==> src/rtl/change_dispenser.sv <==
// Change dispenser: splits a change amount into 50/10/5/1 coins greedily
// against per-denomination inventories and feeds a hopper one coin at a time.
module change_dispenser #(
  parameter logic [7:0] INIT_CNT_50 = 8'd20,
  parameter logic [7:0] INIT_CNT_10 = 8'd20,
  parameter logic [7:0] INIT_CNT_5  = 8'd20,
  parameter logic [7:0] INIT_CNT_1  = 8'd20
) (
  input  logic       clk,
  input  logic       reset,
  input  logic [7:0] exchange,
  input  logic       refill,
  input  logic       eject_ack,
  output logic       eject_valid,
  output logic [7:0] eject_coin,
  output logic       busy,
  output logic       done,
  output logic [7:0] short_amount,
  output logic       lost,
  output logic [7:0] cnt_50,
  output logic [7:0] cnt_10,
  output logic [7:0] cnt_5,
  output logic [7:0] cnt_1
);

  typedef enum logic [1:0] {
    IDLE, SELECT, EJECT, DONE
  } state_e;

  state_e     state_q, state_d;
  logic [7:0] rem_q, rem_d;
  logic [7:0] coin_q, coin_d;
  logic       valid_q, valid_d;
  logic       busy_q, busy_d;
  logic       done_q, done_d;
  logic       lost_q, lost_d;
  logic [7:0] short_q, short_d;
  logic [7:0] c50_q, c50_d;
  logic [7:0] c10_q, c10_d;
  logic [7:0] c5_q, c5_d;
  logic [7:0] c1_q, c1_d;
  logic       e50, e10, e5, e1;

  // Mutually exclusive eligibility flags encode the 50/10/5/1 priority
  always_comb begin
    e50 = (rem_q >= 8'd50) && (c50_q != 8'd0);
    e10 = !e50 && (rem_q >= 8'd10) && (c10_q != 8'd0);
    e5  = !e50 && !e10 && (rem_q >= 8'd5) && (c5_q != 8'd0);
    e1  = !e50 && !e10 && !e5 && (rem_q >= 8'd1) && (c1_q != 8'd0);
  end

  always_comb begin
    state_d = state_q;
    rem_d   = rem_q;
    coin_d  = coin_q;
    valid_d = valid_q;
    done_d  = 1'b0;
    lost_d  = (state_q != IDLE) && (exchange != 8'd0);
    short_d = short_q;
    c50_d   = c50_q;
    c10_d   = c10_q;
    c5_d    = c5_q;
    c1_d    = c1_q;
    unique case (state_q)
      IDLE: begin
        if (exchange != 8'd0) begin
          rem_d   = exchange;
          short_d = 8'd0;
          state_d = SELECT;
        end else if (refill) begin
          c50_d = INIT_CNT_50;
          c10_d = INIT_CNT_10;
          c5_d  = INIT_CNT_5;
          c1_d  = INIT_CNT_1;
        end
      end
      SELECT: begin
        unique case (1'b1)
          e50: begin
            coin_d = 8'd50; valid_d = 1'b1; state_d = EJECT;
          end
          e10: begin
            coin_d = 8'd10; valid_d = 1'b1; state_d = EJECT;
          end
          e5: begin
            coin_d = 8'd5; valid_d = 1'b1; state_d = EJECT;
          end
          e1: begin
            coin_d = 8'd1; valid_d = 1'b1; state_d = EJECT;
          end
          default: begin
            short_d = rem_q;
            done_d  = 1'b1;
            state_d = DONE;
          end
        endcase
      end
      EJECT: begin
        if (eject_ack) begin
          rem_d = rem_q - coin_q;
          unique case (coin_q)
            8'd50:   c50_d = c50_q - 8'd1;
            8'd10:   c10_d = c10_q - 8'd1;
            8'd5:    c5_d  = c5_q - 8'd1;
            default: c1_d  = c1_q - 8'd1;
          endcase
          valid_d = 1'b0;
          coin_d  = 8'd0;
          state_d = SELECT;
        end
      end
      DONE:    state_d = IDLE;
      default: state_d = IDLE;
    endcase
    busy_d = (state_d != IDLE);
  end

  always_ff @(posedge clk or negedge reset) begin
    if (!reset) begin
      state_q <= IDLE;
      rem_q   <= 8'd0;
      coin_q  <= 8'd0;
      valid_q <= 1'b0;
      busy_q  <= 1'b0;
      done_q  <= 1'b0;
      lost_q  <= 1'b0;
      short_q <= 8'd0;
      c50_q   <= INIT_CNT_50;
      c10_q   <= INIT_CNT_10;
      c5_q    <= INIT_CNT_5;
      c1_q    <= INIT_CNT_1;
    end else begin
      state_q <= state_d;
      rem_q   <= rem_d;
      coin_q  <= coin_d;
      valid_q <= valid_d;
      busy_q  <= busy_d;
      done_q  <= done_d;
      lost_q  <= lost_d;
      short_q <= short_d;
      c50_q   <= c50_d;
      c10_q   <= c10_d;
      c5_q    <= c5_d;
      c1_q    <= c1_d;
    end
  end

  assign eject_valid  = valid_q;
  assign eject_coin   = coin_q;
  assign busy         = busy_q;
  assign done         = done_q;
  assign lost         = lost_q;
  assign short_amount = short_q;
  assign cnt_50       = c50_q;
  assign cnt_10       = c10_q;
  assign cnt_5        = c5_q;
  assign cnt_1        = c1_q;

endmodule
==> config.mk <==
export PLATFORM = sky130hd
export DESIGN_NAME = change_dispenser
export DESIGN_NICKNAME = d
export VERILOG_FILES = /design/src/rtl/change_dispenser.sv
export SDC_FILE = /design/constraint.sdc
export NUM_CORES = 1
export LEC_CHECK = 0
export BUFFER_PORTS_ARGS = -buffer_cell sky130_fd_sc_hd__buf_2
export CORE_MARGIN = 2
export CORE_UTILIZATION = 40
export CTS_CLUSTER_SIZE = 14
export DETAILED_ROUTE_END_ITERATION = 10
export SLEW_MARGIN = 5
export SYNTH_ARGS = -nofsm -noshare
export SYNTH_HDL_FRONTEND = slang
export SYNTH_SLANG_ARGS = --single-unit
==> constraint.sdc <==
create_clock -name clk -period 2.95 [get_ports clk]
set_input_delay 0.1475 -clock clk [delete_from_list [all_inputs] [get_ports clk]]
set_output_delay 0.1475 -clock clk [all_outputs]
set_load 0.05 [all_outputs]
==> impl_metrics.env <==
export IMPL_r2r_end="short_amount[0]"
export IMPL_syn2layout_area_growth_pct=19.2
export IMPL_combPwrFrac_pct=51.0
export IMPL_dr_pass1_iters=5
export IMPL_period_minus_slack_ns=2.44
export IMPL_grt_use_met3_pct=4.31
export IMPL_max_freq_mhz=410
export IMPL_min_from="exchange[3]"
export IMPL_holdWs_ns=0.0836
export IMPL_rr_startpoint="cnt_50[0]"
export IMPL_root_buffer="clkbuf_8"
export IMPL_yosys_most_used_dff="dfrtp_1"
export IMPL_die_h_um=95.7
export IMPL_hold_path_class="primary input to flop"
export IMPL_seq_power_share_pct=29.9
export IMPL_ant_nets=0
export IMPL_crit_path_max_incr_delay_ns=0.55
export IMPL_ir_worst_vdd_v=0.000605
export IMPL_grt_busiest_layer="met1"
export IMPL_grt_use_total_pct=20.1
export IMPL_grt_pass1_vias=2825
export IMPL_crit_type="flop to flop"
export IMPL_tightest_slew_ns=0.625
export IMPL_cts_buffer_depth=2
export IMPL_n_antenna_cell=0
export IMPL_clk_pin_slew_ns=0.07
export IMPL_io_pins=64
export IMPL_clock_skew_ns=0.00863
export IMPL_fin_util_pct=49.1
export IMPL_clkPwrFrac_pct=19.1
export IMPL_intPower_mw=2.15
export IMPL_cp_required_ns=3.22
export IMPL_drt_initial_drc_count=88
export IMPL_htreeDepth=3
export IMPL_yosysTopAreaCell="dfrtp_1"
export IMPL_gp_congestion=0.811
export IMPL_grt_util_met2_pct=29.4
export IMPL_synth_seq_cells=59
export IMPL_drcViolationCount=0
export IMPL_fin_setup_tns_ns=0
export IMPL_start_kind="flop"
export IMPL_drv_slew=0
export IMPL_grt_pass1_wl_mm=14.0
export IMPL_slowest_stage="o31ai_1"
export IMPL_core_um2=8180
export IMPL_slew_limit_headroom_pct=57.9
export IMPL_wl_per_cell_um=16.0
export IMPL_clock_sinks=59
export IMPL_fin_crit_sh_pct=82.6
export IMPL_syn_area_per_cell_um2=9.16
export IMPL_worstPathMaxFanout=8
export IMPL_endpoint="short_amount[0]"
export IMPL_pre_cts_ws_ns=0.554
export IMPL_crit_path_start="cnt_50[0]"
export IMPL_p_leak_nw=1.86
export IMPL_dr_total_vias=3011
export IMPL_port_buffers=61
export IMPL_netSwitchingFraction_pct=48.1
export IMPL_synth_cells=367
export IMPL_routed_wl_mm=8.68
export IMPL_cts_buffers=9
export IMPL_path_cells="inv_1 -> ha_1 -> nand3_1 -> o31ai_1 -> and4bb_2 -> and2_1 -> a22o_1"
export IMPL_initial_core_util_pct=41.1
export IMPL_path_buf_inv=1
export IMPL_rows=33
export IMPL_place_hpwl_mm=6.54
export IMPL_antenna_found_initial=0
export IMPL_rsz0062_at_grt="no"
export IMPL_grt_max_degree=30
export IMPL_layout_drive_gt1_share_pct=21.9
export IMPL_p_switching_mw=1.99
export IMPL_ys_types=56
export IMPL_ff2ff_setup_slack_ns=0.51
export IMPL_outcome="completed"
export IMPL_fillers=798
export IMPL_yosys_top_cells_area="dfrtp_1 38%, dfstp_2 6.3%, ha_1 6.0%"
export IMPL_overflow=0
export IMPL_yosys_warnings=0
export IMPL_ys_seq_area_share_pct=44.2
export IMPL_hold_violations=0
export IMPL_die_w_um=95.7
export IMPL_crit_path_end_kind="flop"
export IMPL_syn_area_um2=3360
export IMPL_fin_ws_ns=0.513
export IMPL_nets=463
export IMPL_synth_top_area_share_pct=37.9
export IMPL_ff2ff_path_depth=7
export IMPL_maxCapViolations=0
export IMPL_async_flop_share_pct=100
export IMPL_synth_edf_count=0
export IMPL_setup_viol=0
export IMPL_clkLatencyLatePin_ns=0.34
export IMPL_die_area_um2=9160
export IMPL_critPathTopFamily="simple AND/OR/NAND/NOR gates"
export IMPL_crit_cells=7
export IMPL_crit_arrival_ns=2.71
export IMPL_p_per_area_nw_per_um2=1030
export IMPL_vias_per_cell=5.53
export IMPL_cts_tree="yes"
export IMPL_grt_util_met1_pct=29.6
[flip-flops by register name, summed over array words and instances (netlist names)]
| register | count |
|---|---|
| cnt_50 | 8 |
| cnt_5 | 8 |
| done | 1 |
| eject_valid | 1 |
| short_amount | 8 |
| state_q | 2 |
| busy | 1 |
| eject_coin | 5 |
| lost | 1 |
| cnt_10 | 8 |
| rem_q | 8 |
| cnt_1 | 8 |
[Yosys cell counts (4+ instances only)]
| master | instances |
|---|---|
| dfrtp_1 | 51 |
| nor2_1 | 40 |
| nand2_1 | 37 |
| inv_1 | 21 |
| o21ai_0 | 19 |
| a21oi_1 | 18 |
| ha_1 | 16 |
| a22o_1 | 13 |
| o31ai_1 | 11 |
| clkbuf_1 | 10 |
| nor3_1 | 10 |
| nand3_1 | 9 |
| o21ai_1 | 9 |
| dfstp_2 | 8 |
| a31oi_1 | 6 |
| nor2b_1 | 5 |
| xor2_1 | 5 |
| a211o_1 | 4 |
| and3_1 | 4 |
| buf_4 | 4 |
| nand3b_1 | 4 |
| nor4_1 | 4 |
| o21a_1 | 4 |
[cells by family after synthesis]
| group | synth area share [%] |
|---|---|
| buffers and inverters | 4.46 |
| AND/OR/NAND/NOR | 19.5 |
| other | 0.112 |
| adder cells (fa/ha/maj) | 6.55 |
| AO/OA/AOI/OAI | 23.1 |
| XOR/XNOR | 1.82 |
| multiplexers | 0.298 |
| flip-flops | 44.2 |
[how the worst min path moves through the flow]
stage | depth (start not counted) | to | slack [ns]
floorplan | 0 | busy | -0.15
global placement | 1 | cnt_50[5] | 0.08
detailed placement | 1 | cnt_50[7] | 0.07
CTS | 3 | rem_q[3] | 0.08
global route | 3 | rem_q[3] | 0.10
finish | 3 | rem_q[3] | 0.08
[stage by stage]
stage	power, mW	std cells	area (um^2)
3_3_place_gp	3.32	527	3790
5_1_grt	4.44	544	4010
3_5_place_dp	3.35	527	3790
6_report	4.14	544	4010
2_1_floorplan	2.81	368	3370
4_1_cts	4.16	544	4010
[placed cells by master, fill, tap and decap left out, types with 5 or more instances in the layout]
master	synthesis	final
buf_4	4	8
nand3_1	9	9
o31ai_1	11	11
xor2_1	5	5
nor2b_1	5	5
inv_1	21	21
clkbuf_8	0	9
dfrtp_1	51	51
o21ai_1	9	9
buf_2	0	61
a31oi_1	6	6
o21ai_0	19	19
nor3_1	10	10
a22o_1	13	13
dfstp_2	8	8
ha_1	16	16
a21oi_1	18	18
nand2_1	37	37
nor2_1	40	40
[power groups by stage]
stage               sequential [mW]  clock (mW)  combinational [mW]
floorplan                      1.54           0                1.27
global placement               1.24           0                2.07
detailed placement             1.25           0                2.10
CTS                            1.24       0.810                2.11
global route                   1.27       0.857                2.32
finish                         1.24       0.789                2.11
[worst reg2reg max path: stages, from the launching register on]
cell	delay [ns]
dfrtp_1	0.43
inv_1	0.10
ha_1	0.21
nand3_1	0.13
o31ai_1	0.55
and4bb_2	0.39
and2_1	0.33
a22o_1	0.22
[final cells by class]
class	instances	area (um^2)	share of cell area [%]
multi-input combinational	273	1730	43.2
timing repair buffer	70	375	9.36
clock buffer	10	128	3.18
tap	105	131	3.28
clock inverter	6	80.1	2.00
sequential	59	1490	37.1
inverter	21	78.8	1.97
[metal layers]
layer,wire length [um],vias to the layer above
met3,379,12
met4,131,0
met1,4280,1443
met2,3890,72
li1,-,1484
met5,0,-
[timing repair]
| action | in CTS | in global routing |
|---|---|---|
| hold endpoints to repair | 13 | 0 |
| gates resized for setup | 0 | 0 |
| setup endpoints to repair | 0 | 0 |
| setup buffers | 0 | 0 |
| hold buffers | 1 | 0 |
Power figures use the tool's default switching activity.
